$ cat src/rtl/apb_master_cmd.sv
// apb_master_cmd: command-driven APB4 requester.
// One read/write per cmd valid/ready handshake, IDLE -> SETUP -> ACCESS -> RESP,
// with a buffered valid/ready response channel (rdata, err, timeout).
// Optional build macro APB_TIMEOUT_EN: aborts ACCESS after TIMEOUT pready-low
// cycles and reports rsp_err_o = rsp_timeout_o = 1. Without it ACCESS waits
// indefinitely and rsp_timeout_o is tied low.
module apb_master_cmd #(
    parameter int ADDR_W  = 32,
    parameter int DATA_W  = 32,
    parameter int TIMEOUT = 15,
    localparam int STRB_W = DATA_W / 8
) (
    input  logic              clk,
    input  logic              reset_n,
    input  logic              cmd_valid_i,
    output logic              cmd_ready_o,
    input  logic              cmd_write_i,
    input  logic [ADDR_W-1:0] cmd_addr_i,
    input  logic [DATA_W-1:0] cmd_wdata_i,
    input  logic [STRB_W-1:0] cmd_strb_i,
    output logic              rsp_valid_o,
    input  logic              rsp_ready_i,
    output logic [DATA_W-1:0] rsp_rdata_o,
    output logic              rsp_err_o,
    output logic              rsp_timeout_o,
    output logic              psel_o,
    output logic              penable_o,
    output logic              pwrite_o,
    output logic [ADDR_W-1:0] paddr_o,
    output logic [DATA_W-1:0] pwdata_o,
    output logic [STRB_W-1:0] pstrb_o,
    input  logic              pready_i,
    input  logic [DATA_W-1:0] prdata_i,
    input  logic              pslverr_i
);

    // Reject unsupported data widths and a zero timeout at elaboration.
    if (!(DATA_W == 8 || DATA_W == 16 || DATA_W == 32) || TIMEOUT < 1) begin : g_param_check
        $error("apb_master_cmd: DATA_W must be 8/16/32 and TIMEOUT >= 1");
    end

    typedef enum logic [1:0] {
        IDLE   = 2'd0,
        SETUP  = 2'd1,
        ACCESS = 2'd2,
        RESP   = 2'd3
    } state_t;

    state_t state, state_nxt;
    logic   accept;   // command handshake this cycle
    logic   done;     // slave completed the access this cycle

    // Control outputs decode straight from the state register, so the async
    // reset drops psel/penable/rsp_valid immediately and nothing is
    // combinational from the APB inputs.
    assign cmd_ready_o = (state == IDLE);
    assign psel_o      = (state == SETUP) || (state == ACCESS);
    assign penable_o   = (state == ACCESS);
    assign rsp_valid_o = (state == RESP);

`ifdef APB_TIMEOUT_EN
    localparam int CNT_W = $clog2(TIMEOUT + 1);
    localparam logic [CNT_W-1:0] LIMIT = CNT_W'(TIMEOUT);

    logic [CNT_W-1:0] wait_cnt;
    logic             abort;
    logic             timeout_q;

    assign rsp_timeout_o = timeout_q;

    // Wait-state counter: cleared while in SETUP, counts pready-low ACCESS cycles.
    always_ff @(posedge clk or negedge reset_n) begin
        if (!reset_n) begin
            wait_cnt <= '0;
        end else if (state == SETUP) begin
            wait_cnt <= '0;
        end else if (state == ACCESS && !pready_i && !abort) begin
            wait_cnt <= wait_cnt + CNT_W'(1);
        end
    end
`else
    assign rsp_timeout_o = 1'b0;
`endif

    // State register.
    always_ff @(posedge clk or negedge reset_n) begin
        if (!reset_n) state <= IDLE;
        else          state <= state_nxt;
    end

    // Next-state logic; pready wins over the timeout limit on the same cycle.
    always_comb begin
        state_nxt = state;
        accept    = 1'b0;
        done      = 1'b0;
`ifdef APB_TIMEOUT_EN
        abort     = 1'b0;
`endif
        case (state)
            IDLE: begin
                if (cmd_valid_i) begin
                    accept    = 1'b1;
                    state_nxt = SETUP;
                end
            end
            SETUP: state_nxt = ACCESS;
            ACCESS: begin
                if (pready_i) begin
                    done      = 1'b1;
                    state_nxt = RESP;
                end
`ifdef APB_TIMEOUT_EN
                else if (wait_cnt == LIMIT) begin
                    abort     = 1'b1;
                    state_nxt = RESP;
                end
`endif
            end
            RESP: begin
                if (rsp_ready_i) state_nxt = IDLE;
            end
            default: state_nxt = IDLE;
        endcase
    end

    // APB request registers load on accept; response registers load on completion.
    always_ff @(posedge clk or negedge reset_n) begin
        if (!reset_n) begin
            pwrite_o    <= 1'b0;
            paddr_o     <= '0;
            pwdata_o    <= '0;
            pstrb_o     <= '0;
            rsp_rdata_o <= '0;
            rsp_err_o   <= 1'b0;
`ifdef APB_TIMEOUT_EN
            timeout_q   <= 1'b0;
`endif
        end else begin
            if (accept) begin
                pwrite_o <= cmd_write_i;
                paddr_o  <= cmd_addr_i;
                if (cmd_write_i) begin
                    pwdata_o <= cmd_wdata_i;
                    pstrb_o  <= cmd_strb_i;
                end else begin
                    // Reads keep the previous write data on the bus.
                    pstrb_o  <= '0;
                end
            end
            if (done) begin
                rsp_rdata_o <= pwrite_o ? '0 : prdata_i;
                rsp_err_o   <= pslverr_i;
`ifdef APB_TIMEOUT_EN
                timeout_q   <= 1'b0;
`endif
            end
`ifdef APB_TIMEOUT_EN
            if (abort) begin
                rsp_rdata_o <= '0;
                rsp_err_o   <= 1'b1;
                timeout_q   <= 1'b1;
            end
`endif
        end
    end

endmodule

$ cat config.mk
export PLATFORM = sky130hd
export DESIGN_NAME = apb_master_cmd
export DESIGN_NICKNAME = d
export VERILOG_FILES = /design/src/rtl/apb_master_cmd.sv
export SDC_FILE = /design/constraint.sdc
export NUM_CORES = 1
export LEC_CHECK = 0
export BUFFER_PORTS_ARGS = -buffer_cell sky130_fd_sc_hd__buf_4
export CORE_UTILIZATION = 30
export CTS_CLUSTER_DIAMETER = 60
export DETAILED_ROUTE_END_ITERATION = 12
export GPL_TIMING_DRIVEN = 1
export PLACE_DENSITY = 0.62
export RECOVER_POWER = 25
export SYNTH_ARGS = -nofsm -noshare
export SYNTH_HDL_FRONTEND = slang
export SYNTH_SLANG_ARGS = --single-unit
$ cat constraint.sdc
create_clock -name clk -period 3.2 [get_ports clk]
set_input_delay 0 -clock clk [delete_from_list [all_inputs] [get_ports clk]]
set_output_delay 0 -clock clk [all_outputs]
set_load 0.02 [all_outputs]
==> impl_metrics.py <==
metrics = {
    "clocking": {
        "ctsHoldBuffers": 104,
        "clockBufferDepth": 2,
        "cts.sinks": 104,
        "cts_setup_buffers": 0,
        "cts_tree": "yes",
        "cts_root_buffer": "clkbuf_16",
        "cts_made_buffers": 9,
        "htreeDepth": 3,
        "insertion_delay_ns": 0.34,
        "clk_pin_slew_ns": 0.07,
        "cts-resized-gates": 0,
    },
    "yosys": {
        "syn_area_mm2": 0.00408,
        "synth_compound_area_share_pct": 5.03,
        "synthMuxAreaShare_pct": 9.63,
        "synth_xor_xnor_area_share_pct": 0,
        "synthSimpleGateAreaFrac_pct": 17.5,
        "synth_top_family_by_area": "simple AND/OR/NAND/NOR gates",
        "postSynthCellCount": 374,
        "postSynthAreaPerCell_um2": 10.9,
        "yosysSeqAreaShare_pct": 63.8,
        "synth_cell_types": 20,
        "synth-seq-cells": 104,
        "syn_nets": 485,
        "yosysWarningCount": 0,
        "synth-adder-area-share_pct": 1.23,
    },
    "hold_path": {
        "min_path_type": "input pin to flip-flop",
        "hold_end": "state[0]",
        "hold_depth": 4,
        "worstHoldStart": "rsp_ready_i",
    },
    "sta": {
        "finalWorstSetupSlack_ns": 1.27,
        "finalHoldViolCount": 0,
        "fmax_mhz": 517,
        "min_period_over_period_pct": 60.4,
        "slew_headroom_pct": 39.8,
        "setup_tns_ns": 0,
        "rsz0062_at_grt": "no",
        "setup_violations": 0,
        "fin_worst_skew_ns": 0.00772,
        "finalCriticalPeriod_ns": 1.93,
        "tightest_slew_ns": 0.902,
        "slew_viol_final": 0,
    },
    "floorplan": {
        "die_height_um": 119,
        "num_rows": 42,
        "initial_utilization_pct": 30.8,
        "coreArea_mm2": 0.0132,
        "io_pins": 214,
        "die_w_um": 119,
        "die_area_mm2": 0.0141,
    },
    "global_routing": {
        "grt.busiest_layer": "met2",
        "use_met3_pct": 5.31,
        "grt_pass1_vias": 3878,
        "grt_first_pass_wirelength_um": 18800,
        "track_usage_pct": 16.8,
        "grt.met2_usage_pct": 29.2,
        "gr-usage-met1_pct": 19.7,
        "antenna_found_initial": 0,
        "grt_start_max_net_pins": 73,
        "gr-total-overflow": 0,
    },
    "place": {
        "place_ws_ns": 1.25,
        "place_congestion": 0.720,
        "numPortBuffers": 212,
        "dp_hpwl_um": 7460,
        "dp_cells": 746,
    },
    "setup_path": {
        "r2r_cells": 4,
        "crit_path_end_kind": "flip-flop",
        "cp_max_fo": 37,
        "r2r_end": "paddr_o[20]",
        "r2r_slack_ns": 1.27,
        "path_class": "flip-flop to flip-flop",
        "r2r-start": "state[1]",
        "arrival_ns": 2.15,
        "worstPathRequired_ns": 3.42,
        "worst_setup_path_start_kind": "flip-flop",
    },
    "power": {
        "p_sw_share_pct": 40.3,
        "leakagePower_uw": 0.00336,
        "p_clk_share_pct": 18.8,
        "p_switching_uw": 2510,
        "p_seq_share_pct": 37.4,
        "ir_drop_uv": 392,
        "p_int_uw": 3710,
        "power_frac_comb_pct": 43.8,
        "powerDensity_mw_per_mm2": 901,
    },
    "layout": {
        "nets": 796,
        "instances_no_fill": 866,
        "area_delta_synth_final_pct": 69.4,
        "drive_above_1_share_pct": 27.2,
        "final_util_pct": 52.2,
        "n_antenna_cell": 0,
    },
    "detailed_routing": {
        "routed_wl_um": 11700,
        "final_antenna_net_count": 0,
        "vias": 3703,
        "route.detailed.drc": 0,
        "drt_iter0_markers": 133,
        "dr.pass1.iters": 4,
        "via_per_inst": 4.28,
        "wl_per_cell_um": 13.5,
    },
    "status": {
        "outcome": "finished clean",
    },
    "flow_run": {
        "cap_viol_max_count": 0,
    },
}
==> final cells by class <==
cell class | instances | area [um2]
fillers | 1240 | 6330
flip-flops and latches | 104 | 2600
repair buffers | 321 | 2380
multi-input cells | 244 | 1370
clock buffers | 12 | 246
well taps | 176 | 220
clock inverters | 4 | 76.3
inverters | 5 | 18.8
==> registers in the layout (all words and copies together), names as in the netlist <==
name         count
rsp_err_o        1
pwdata_o        32
rsp_rdata_o     32
state            2
pwrite_o         1
paddr_o         32
pstrb_o          4
==> routing by layer <==
layer	up-vias	routed length (um)
li1	1815	-
met1	1739	4850
met2	132	5930
met3	17	744
met4	0	206
met5	-	0
==> synthesized netlist by cell type <==
library cell    n  share of area [%]
nand2_1       131                 12
dfrtp_1       104                 64
mux2_2         33                9.1
nand2b_1       32                4.9
o21ai_0        32                3.9
clkbuf_1       11                1.0
buf_2           8               0.98
inv_1           5               0.46
a22o_1          4               0.86
ha_1            4                1.2
a222oi_1        1               0.25
and3_1          1               0.15
buf_1           1              0.092
buf_4           1               0.18
conb_1          1              0.092
mux2_1          1               0.28
mux2i_1         1               0.25
nand2_2         1               0.15
nand3_1         1               0.12
nor2_1          1              0.092
==> power groups by stage <==
stage          Clock (uW)  Combinational [uW]  Sequential (uW)
4_1_cts              1220                3110             2340
3_5_place_dp            0                3020             2350
6_report             1170                2720             2330
3_3_place_gp            0                2960             2330
5_1_grt              1260                2950             2410
2_1_floorplan           0                 928             3020
==> critical path: stages (launching register included) <==
cell	delay, ns
dfrtp_1	0.40
inv_1	0.09
ha_1	0.25
nand2_2	0.64
mux2_2	0.42
==> logic make-up (layout without fill, tap and decap cells) <==
logic type | Yosys count | after routing
buffers and inverters | 26 | 342
AOI/OAI and AO/OA | 37 | 37
adders and majority gates | 4 | 4
other | 1 | 1
and+or+nand+nor | 167 | 167
muxes | 35 | 35
DFF | 104 | 104
==> cells in the final DEF (no fill, tap or decap), drive strengths merged <==
master and instances:
buf 139, nand2 132, dlygate4sd3 104, dfrtp 104
clkbuf 90, mux2 34, nand2b 32, o21ai 32
inv 6, a22o 4, ha 4, bufinv 2
and3 1, nand3 1, nor2 1, a222oi 1
mux2i 1, conb 1, clkinvlp 1
==> metrics by stage <==
| stage | hold slack (ns) | power [uW] | area (um2) |
|---|---|---|---|
| after floorplan | -0.296 | 3950 | 4080 |
| after global placement | 0.183 | 5280 | 5840 |
| after detailed placement | 0.194 | 5360 | 5840 |
| after CTS | 0.104 | 6670 | 7200 |
| after global routing | 0.125 | 6620 | 6910 |
| final | 0.115 | 6220 | 6910 |
==> how the worst max path moves through the flow <==
| stage | start | endpoint | slack, ns | cells past startpoint |
|---|---|---|---|---|
| CTS | state[1] | paddr_o[24] | 1.24 | 4 |
| floorplan | state[0] | state[1] | 1.57 | 4 |
| global placement | state[0] | paddr_o[11] | 1.35 | 4 |
| detailed placement | state[1] | paddr_o[6] | 1.25 | 4 |
| global route | state[1] | paddr_o[20] | 1.12 | 4 |
| finish | state[1] | paddr_o[20] | 1.27 | 4 |
No activity file was read; power rests on OpenSTA's default activity.
